File: config.mk
export PLATFORM = sky130hd
export DESIGN_NAME = regfile_sequencer
export DESIGN_NICKNAME = d
export VERILOG_FILES = /design/src/rtl/regfile_sequencer.sv
export SDC_FILE = /design/constraint.sdc
export NUM_CORES = 1
export LEC_CHECK = 0
export CAP_MARGIN = 10
export CORE_MARGIN = 8
export CORE_UTILIZATION = 51
export CTS_BUF_LIST = sky130_fd_sc_hd__clkbuf_4
export DETAILED_ROUTE_END_ITERATION = 10
export GPL_TIMING_DRIVEN = 1
export PLACE_DENSITY = 0.85
export SYNTH_ARGS = -nofsm -noshare
export SYNTH_HDL_FRONTEND = slang
export SYNTH_SLANG_ARGS = --single-unit
File: constraint.sdc
create_clock -name clk -period 2.55 [get_ports clk]
set_clock_uncertainty 0.2 [all_clocks]
set_input_delay 0.255 -clock clk [delete_from_list [all_inputs] [get_ports clk]]
set_output_delay 0.255 -clock clk [all_outputs]
set_load 0.05 [all_outputs]
File: src/rtl/regfile_sequencer.sv
// Command sequencer for an 8-bit x 16 register file: turns write, read-pair,
// copy and clear commands into timed register-file accesses with a response channel.
module regfile_sequencer #(
  parameter int DATA_W = 8,
  parameter int ADDR_W = 4,
  parameter int DEPTH  = 16
) (
  input  logic              clk,
  input  logic              rst_n,
  input  logic              cmd_valid,
  output logic              cmd_ready,
  input  logic [1:0]        cmd_op,
  input  logic [ADDR_W-1:0] cmd_a,
  input  logic [ADDR_W-1:0] cmd_b,
  input  logic [DATA_W-1:0] cmd_data,
  output logic              rsp_valid,
  input  logic              rsp_ready,
  output logic [DATA_W-1:0] rsp_d1,
  output logic [DATA_W-1:0] rsp_d2,
  output logic              busy,
  output logic              rf_wr,
  output logic [ADDR_W-1:0] rf_rw,
  output logic [DATA_W-1:0] rf_din,
  output logic [ADDR_W-1:0] rf_r1,
  output logic [ADDR_W-1:0] rf_r2,
  input  logic [DATA_W-1:0] rf_out1,
  input  logic [DATA_W-1:0] rf_out2
);

  localparam logic [2:0] S_IDLE    = 3'd0;
  localparam logic [2:0] S_WRITE   = 3'd1;
  localparam logic [2:0] S_READ    = 3'd2;
  localparam logic [2:0] S_RESP    = 3'd3;
  localparam logic [2:0] S_CLEAR   = 3'd4;
  localparam logic [2:0] S_COPY_RD = 3'd5;
  localparam logic [2:0] S_COPY_WR = 3'd6;

  localparam logic [ADDR_W-1:0] LAST_ADDR = ADDR_W'(DEPTH - 1);
  localparam logic [ADDR_W-1:0] ONE_ADDR  = ADDR_W'(1);

  logic [2:0]        state_q, state_d;
  logic              live_q;
  logic [ADDR_W-1:0] b_q, b_d;
  logic [ADDR_W-1:0] cnt_q, cnt_d;
  logic              rf_wr_q, rf_wr_d;
  logic [ADDR_W-1:0] rf_rw_q, rf_rw_d;
  logic [DATA_W-1:0] rf_din_q, rf_din_d;
  logic [ADDR_W-1:0] rf_r1_q, rf_r1_d;
  logic [ADDR_W-1:0] rf_r2_q, rf_r2_d;
  logic              rsp_valid_q, rsp_valid_d;
  logic [DATA_W-1:0] rsp_d1_q, rsp_d1_d;
  logic [DATA_W-1:0] rsp_d2_q, rsp_d2_d;

  // live_q keeps cmd_ready/busy low while in reset and until the first edge after it
  assign cmd_ready = live_q && (state_q == S_IDLE);
  assign busy      = live_q && (state_q != S_IDLE);
  assign rf_wr     = rf_wr_q;
  assign rf_rw     = rf_rw_q;
  assign rf_din    = rf_din_q;
  assign rf_r1     = rf_r1_q;
  assign rf_r2     = rf_r2_q;
  assign rsp_valid = rsp_valid_q;
  assign rsp_d1    = rsp_d1_q;
  assign rsp_d2    = rsp_d2_q;

  // Next-state and next-output decode; outputs are set up one edge ahead of their state
  always_comb begin
    state_d     = state_q;
    b_d         = b_q;
    cnt_d       = cnt_q;
    rf_wr_d     = 1'b0;
    rf_rw_d     = rf_rw_q;
    rf_din_d    = rf_din_q;
    rf_r1_d     = rf_r1_q;
    rf_r2_d     = rf_r2_q;
    rsp_valid_d = rsp_valid_q;
    rsp_d1_d    = rsp_d1_q;
    rsp_d2_d    = rsp_d2_q;
    case (state_q)
      S_IDLE: begin
        if (cmd_valid && live_q) begin
          b_d = cmd_b;
          case (cmd_op)
            2'b00: begin
              state_d  = S_WRITE;
              rf_wr_d  = 1'b1;
              rf_rw_d  = cmd_a;
              rf_din_d = cmd_data;
            end
            2'b01: begin
              state_d = S_READ;
              rf_r1_d = cmd_a;
              rf_r2_d = cmd_b;
            end
            2'b10: begin
              state_d  = S_CLEAR;
              cnt_d    = {ADDR_W{1'b0}};
              rf_wr_d  = 1'b1;
              rf_rw_d  = {ADDR_W{1'b0}};
              rf_din_d = {DATA_W{1'b0}};
            end
            default: begin
              state_d = S_COPY_RD;
              rf_r1_d = cmd_a;
            end
          endcase
        end else begin
          state_d = S_IDLE;
        end
      end
      S_WRITE:   state_d = S_IDLE;
      S_READ: begin
        state_d     = S_RESP;
        rsp_valid_d = 1'b1;
        rsp_d1_d    = rf_out1;
        rsp_d2_d    = rf_out2;
      end
      S_RESP: begin
        if (rsp_ready) begin
          state_d     = S_IDLE;
          rsp_valid_d = 1'b0;
        end else begin
          state_d = S_RESP;
        end
      end
      S_CLEAR: begin
        if (cnt_q == LAST_ADDR) begin
          state_d = S_IDLE;
        end else begin
          cnt_d   = cnt_q + ONE_ADDR;
          rf_wr_d = 1'b1;
          rf_rw_d = cnt_q + ONE_ADDR;
        end
      end
      S_COPY_RD: begin
        // rf_din doubles as the holding register for the copied value
        state_d  = S_COPY_WR;
        rf_wr_d  = 1'b1;
        rf_rw_d  = b_q;
        rf_din_d = rf_out1;
      end
      S_COPY_WR: state_d = S_IDLE;
      default:   state_d = S_IDLE;
    endcase
  end

  // State and registered outputs; reset drops rf_wr and any pending response at once
  always_ff @(posedge clk or negedge rst_n) begin
    if (!rst_n) begin
      state_q     <= S_IDLE;
      live_q      <= 1'b0;
      b_q         <= {ADDR_W{1'b0}};
      cnt_q       <= {ADDR_W{1'b0}};
      rf_wr_q     <= 1'b0;
      rf_rw_q     <= {ADDR_W{1'b0}};
      rf_din_q    <= {DATA_W{1'b0}};
      rf_r1_q     <= {ADDR_W{1'b0}};
      rf_r2_q     <= {ADDR_W{1'b0}};
      rsp_valid_q <= 1'b0;
      rsp_d1_q    <= {DATA_W{1'b0}};
      rsp_d2_q    <= {DATA_W{1'b0}};
    end else begin
      state_q     <= state_d;
      live_q      <= 1'b1;
      b_q         <= b_d;
      cnt_q       <= cnt_d;
      rf_wr_q     <= rf_wr_d;
      rf_rw_q     <= rf_rw_d;
      rf_din_q    <= rf_din_d;
      rf_r1_q     <= rf_r1_d;
      rf_r2_q     <= rf_r2_d;
      rsp_valid_q <= rsp_valid_d;
      rsp_d1_q    <= rsp_d1_d;
      rsp_d2_q    <= rsp_d2_d;
    end
  end

endmodule

==> flow_summary.json <==
{
  "setup_viol": 0,
  "worstMarginPinSlew_ps": 611,
  "final_cell_area_sq_mm": 0.00334,
  "final_max_slew_viol_count": 0,
  "antenna_cells": 0,
  "detail-route-antenna-nets": 0,
  "cts_tree": "yes",
  "core_sq_mm": 0.00463,
  "nets": 328,
  "place.gp.congestion": 0.835,
  "wl_per_cell_um": 17.7,
  "final_common_cell": "clkdlybuf4s50_1",
  "yosysTopAreaCell": "dfrtp_1",
  "hold_path_class": "in -> async",
  "route.detailed.drc": 0,
  "die_h_um": 84.7,
  "most-common-layout-cells": "clkdlybuf4s50_1 (74), dfrtp_1 (50), mux2_2 (21)",
  "p_per_area_mw_per_mm2": 1370,
  "drive_gt1_frac": 0.164,
  "place_area_sq_mm": 0.00325,
  "grt_pass1_wl_mm": 10.3,
  "rsz0062_at_grt": "false",
  "port_buffers": 77,
  "timing.rr.end": "rf_rw[2]",
  "end_kind": "output port",
  "critPathLaunchType": "register",
  "status": "complete, no violations",
  "num_io_pins": 78,
  "post-route-period-util": 0.940,
  "die_x_um": 84.7,
  "mappedNetlistArea_sq_mm": 0.00240,
  "reg2reg_setup_slack_ps": 450,
  "clkTransAtPathRegs_ps": 150,
  "final_hold_viol_count": 0,
  "firstDrtPassIters": 4,
  "clock_latency_ps": 370,
  "dp_hpwl_mm": 4.62,
  "htreeDepth": 2,
  "power_mw": 4.56,
  "drt-total-wl_mm": 6.03,
  "ys.flop_type": "dfrtp_1",
  "fin_tns_setup_ps": 0,
  "row_count": 25,
  "dp_cells": 331,
  "pre_cts_slack_ps": 236,
  "cts_resized": 0,
  "cap_viol_max_count": 0,
  "ys_seq_area_frac": 0.520,
  "synth_nets": 246,
  "ys_ff_latch": 50,
  "synth_area_per_cell_sq_um": 11.8,
  "synthTopCellsByArea": "dfrtp_1 (52%), mux2_2 (9.8%), mux2_1 (4.2%)",
  "required_ps": 2100,
  "path_class": "reg -> out",
  "rr_worst_depth": 3,
  "cp.arrival_ps": 1940,
  "grt_antenna_before_repair": 0,
  "synthDistinctLibCells": 44,
  "syn_inst": 203,
  "drt_iter0_drc": 88,
  "floorplan.die_area_sq_mm": 0.00717,
  "grt_pass1_vias": 2013,
  "fmax_mhz": 417,
  "relSlewSlack": 0.592,
  "root_buffer": "clkbuf_4",
  "vias_per_cell": 5.59,
  "yosysWarningCount": 0,
  "cts_sinks": 50,
  "cts-buffers-inserted": 5,
  "initial_core_util": 0.519,
  "grt_max_degree": 23,
  "stdcell_count": 340,
  "vias": 1901,
  "synthArstFlopShare": 1.00,
  "synth.top_cell.area_share": 0.520,
  "period_needed_ps": 2400,
  "power_leakage_nw": 1.41,
  "crit_fanout": 16,
  "r2r-start": "state_q[1]",
  "gr-usage-all-layers": 0.178,
  "vdd_ir_drop_max_mv": 0.865,
  "fin_ws_ps": 152,
  "cts_buffer_depth": 2,
  "area_growth_pct": 38.8,
  "grt_overflow_total": 0,
  "synth_edf_count": 0
}
==> worst max-delay path by stage <==
stage	cells after the start	startpoint	end	slack (ps)
global route	3	state_q[1]	busy	70
CTS	3	state_q[1]	busy	160
floorplan	4	state_q[0]	cmd_ready	710
global placement	6	cmd_op[0]	rf_rw[1]	270
detailed placement	6	cmd_op[0]	rf_rw[1]	240
finish	3	state_q[1]	busy	150
==> metal layers <==
metal | track usage | vias to the layer above | part of all wire
met2 | 0.285 | 71 | 0.47
met1 | 0.221 | 916 | 0.44
met4 | 0.0663 | 0 | 0.014
met5 | 0 | - | 0
met3 | 0.0498 | 9 | 0.069
li1 | - | 905 | -
==> synth_stat cells, types with 2 or more instances <==
library cell and count:
ha_1 5, mux2i_1 2, clkbuf_1 2, nor2_1 2, mux2_2 21, nand3b_1 2, nand2b_1 4, o211ai_1 13
nand3_1 11, and2_1 3, a31oi_1 3, mux2_1 9, inv_1 7, or3b_1 2, nor2b_1 4, o21ai_0 5
nand4_1 3, a221oi_1 2, nand4b_1 6, and3_1 2, a21oi_1 5, dfrtp_1 50, buf_2 7, nand2_1 13
==> cell type report <==
| type | instances | area [sq um] |
|---|---|---|
| tap | 54 | 67.6 |
| clock buffer | 5 | 37.5 |
| multi-input combinational | 135 | 1070 |
| inverter | 7 | 26.3 |
| clock inverter | 3 | 40.0 |
| sequential | 50 | 1250 |
| timing repair buffer | 86 | 843 |
| fill | 343 | 1290 |
==> cell families (layout without fill, tap and decap cells) <==
group           Yosys count  in the layout  share of synthesized area
simple gates             61             61                      0.160
flops                    50             50                      0.520
compound gates           35             35                      0.106
mux                      32             32                      0.149
buf+inv                  18            101                     0.0338
fa+ha+maj                 5              5                     0.0260
other cells               1              1                    0.00156
xor+xnor                  1              1                    0.00364
==> registers in the layout, summed over array words and instances, names as in the netlist, 3 cells and up <==
| name | cells |
|---|---|
| cnt_q | 4 |
| rsp_d2 | 8 |
| b_q | 4 |
| rsp_d1 | 8 |
| state_q | 3 |
| rf_din | 8 |
| rf_r2 | 4 |
| rf_r1 | 4 |
| rf_rw | 4 |
==> stage by stage <==
step | util | hold WS [ps]
finish | 0.721 | 152
global route | 0.721 | 195
CTS | 0.721 | 159
detailed placement | 0.702 | 33.2
global placement | 0.702 | 31.8
floorplan | - | -241
==> where the power goes <==
| group | switching (mW) | leakage (nW) | internal, mW |
|---|---|---|---|
| Sequential | 0.232 | 0.610 | 1.16 |
| Clock | 0.256 | 0.0450 | 0.203 |
| Combinational | 1.69 | 0.751 | 1.02 |
| Total | 2.18 | 1.41 | 2.38 |
==> critical path, stage by stage (launching register included) <==
cell,delay [ps]
dfrtp_1,580
or3_1,580
and2_1,220
buf_4,190
==> timing repair <==
action | 4_1_cts | 5_1_grt
buffers inserted | 0 | 0
setup endpoints to repair | 0 | 0
hold endpoints to repair | 20 | 0
hold buffers | 1 | 0
(Power assumes the default switching activity.)
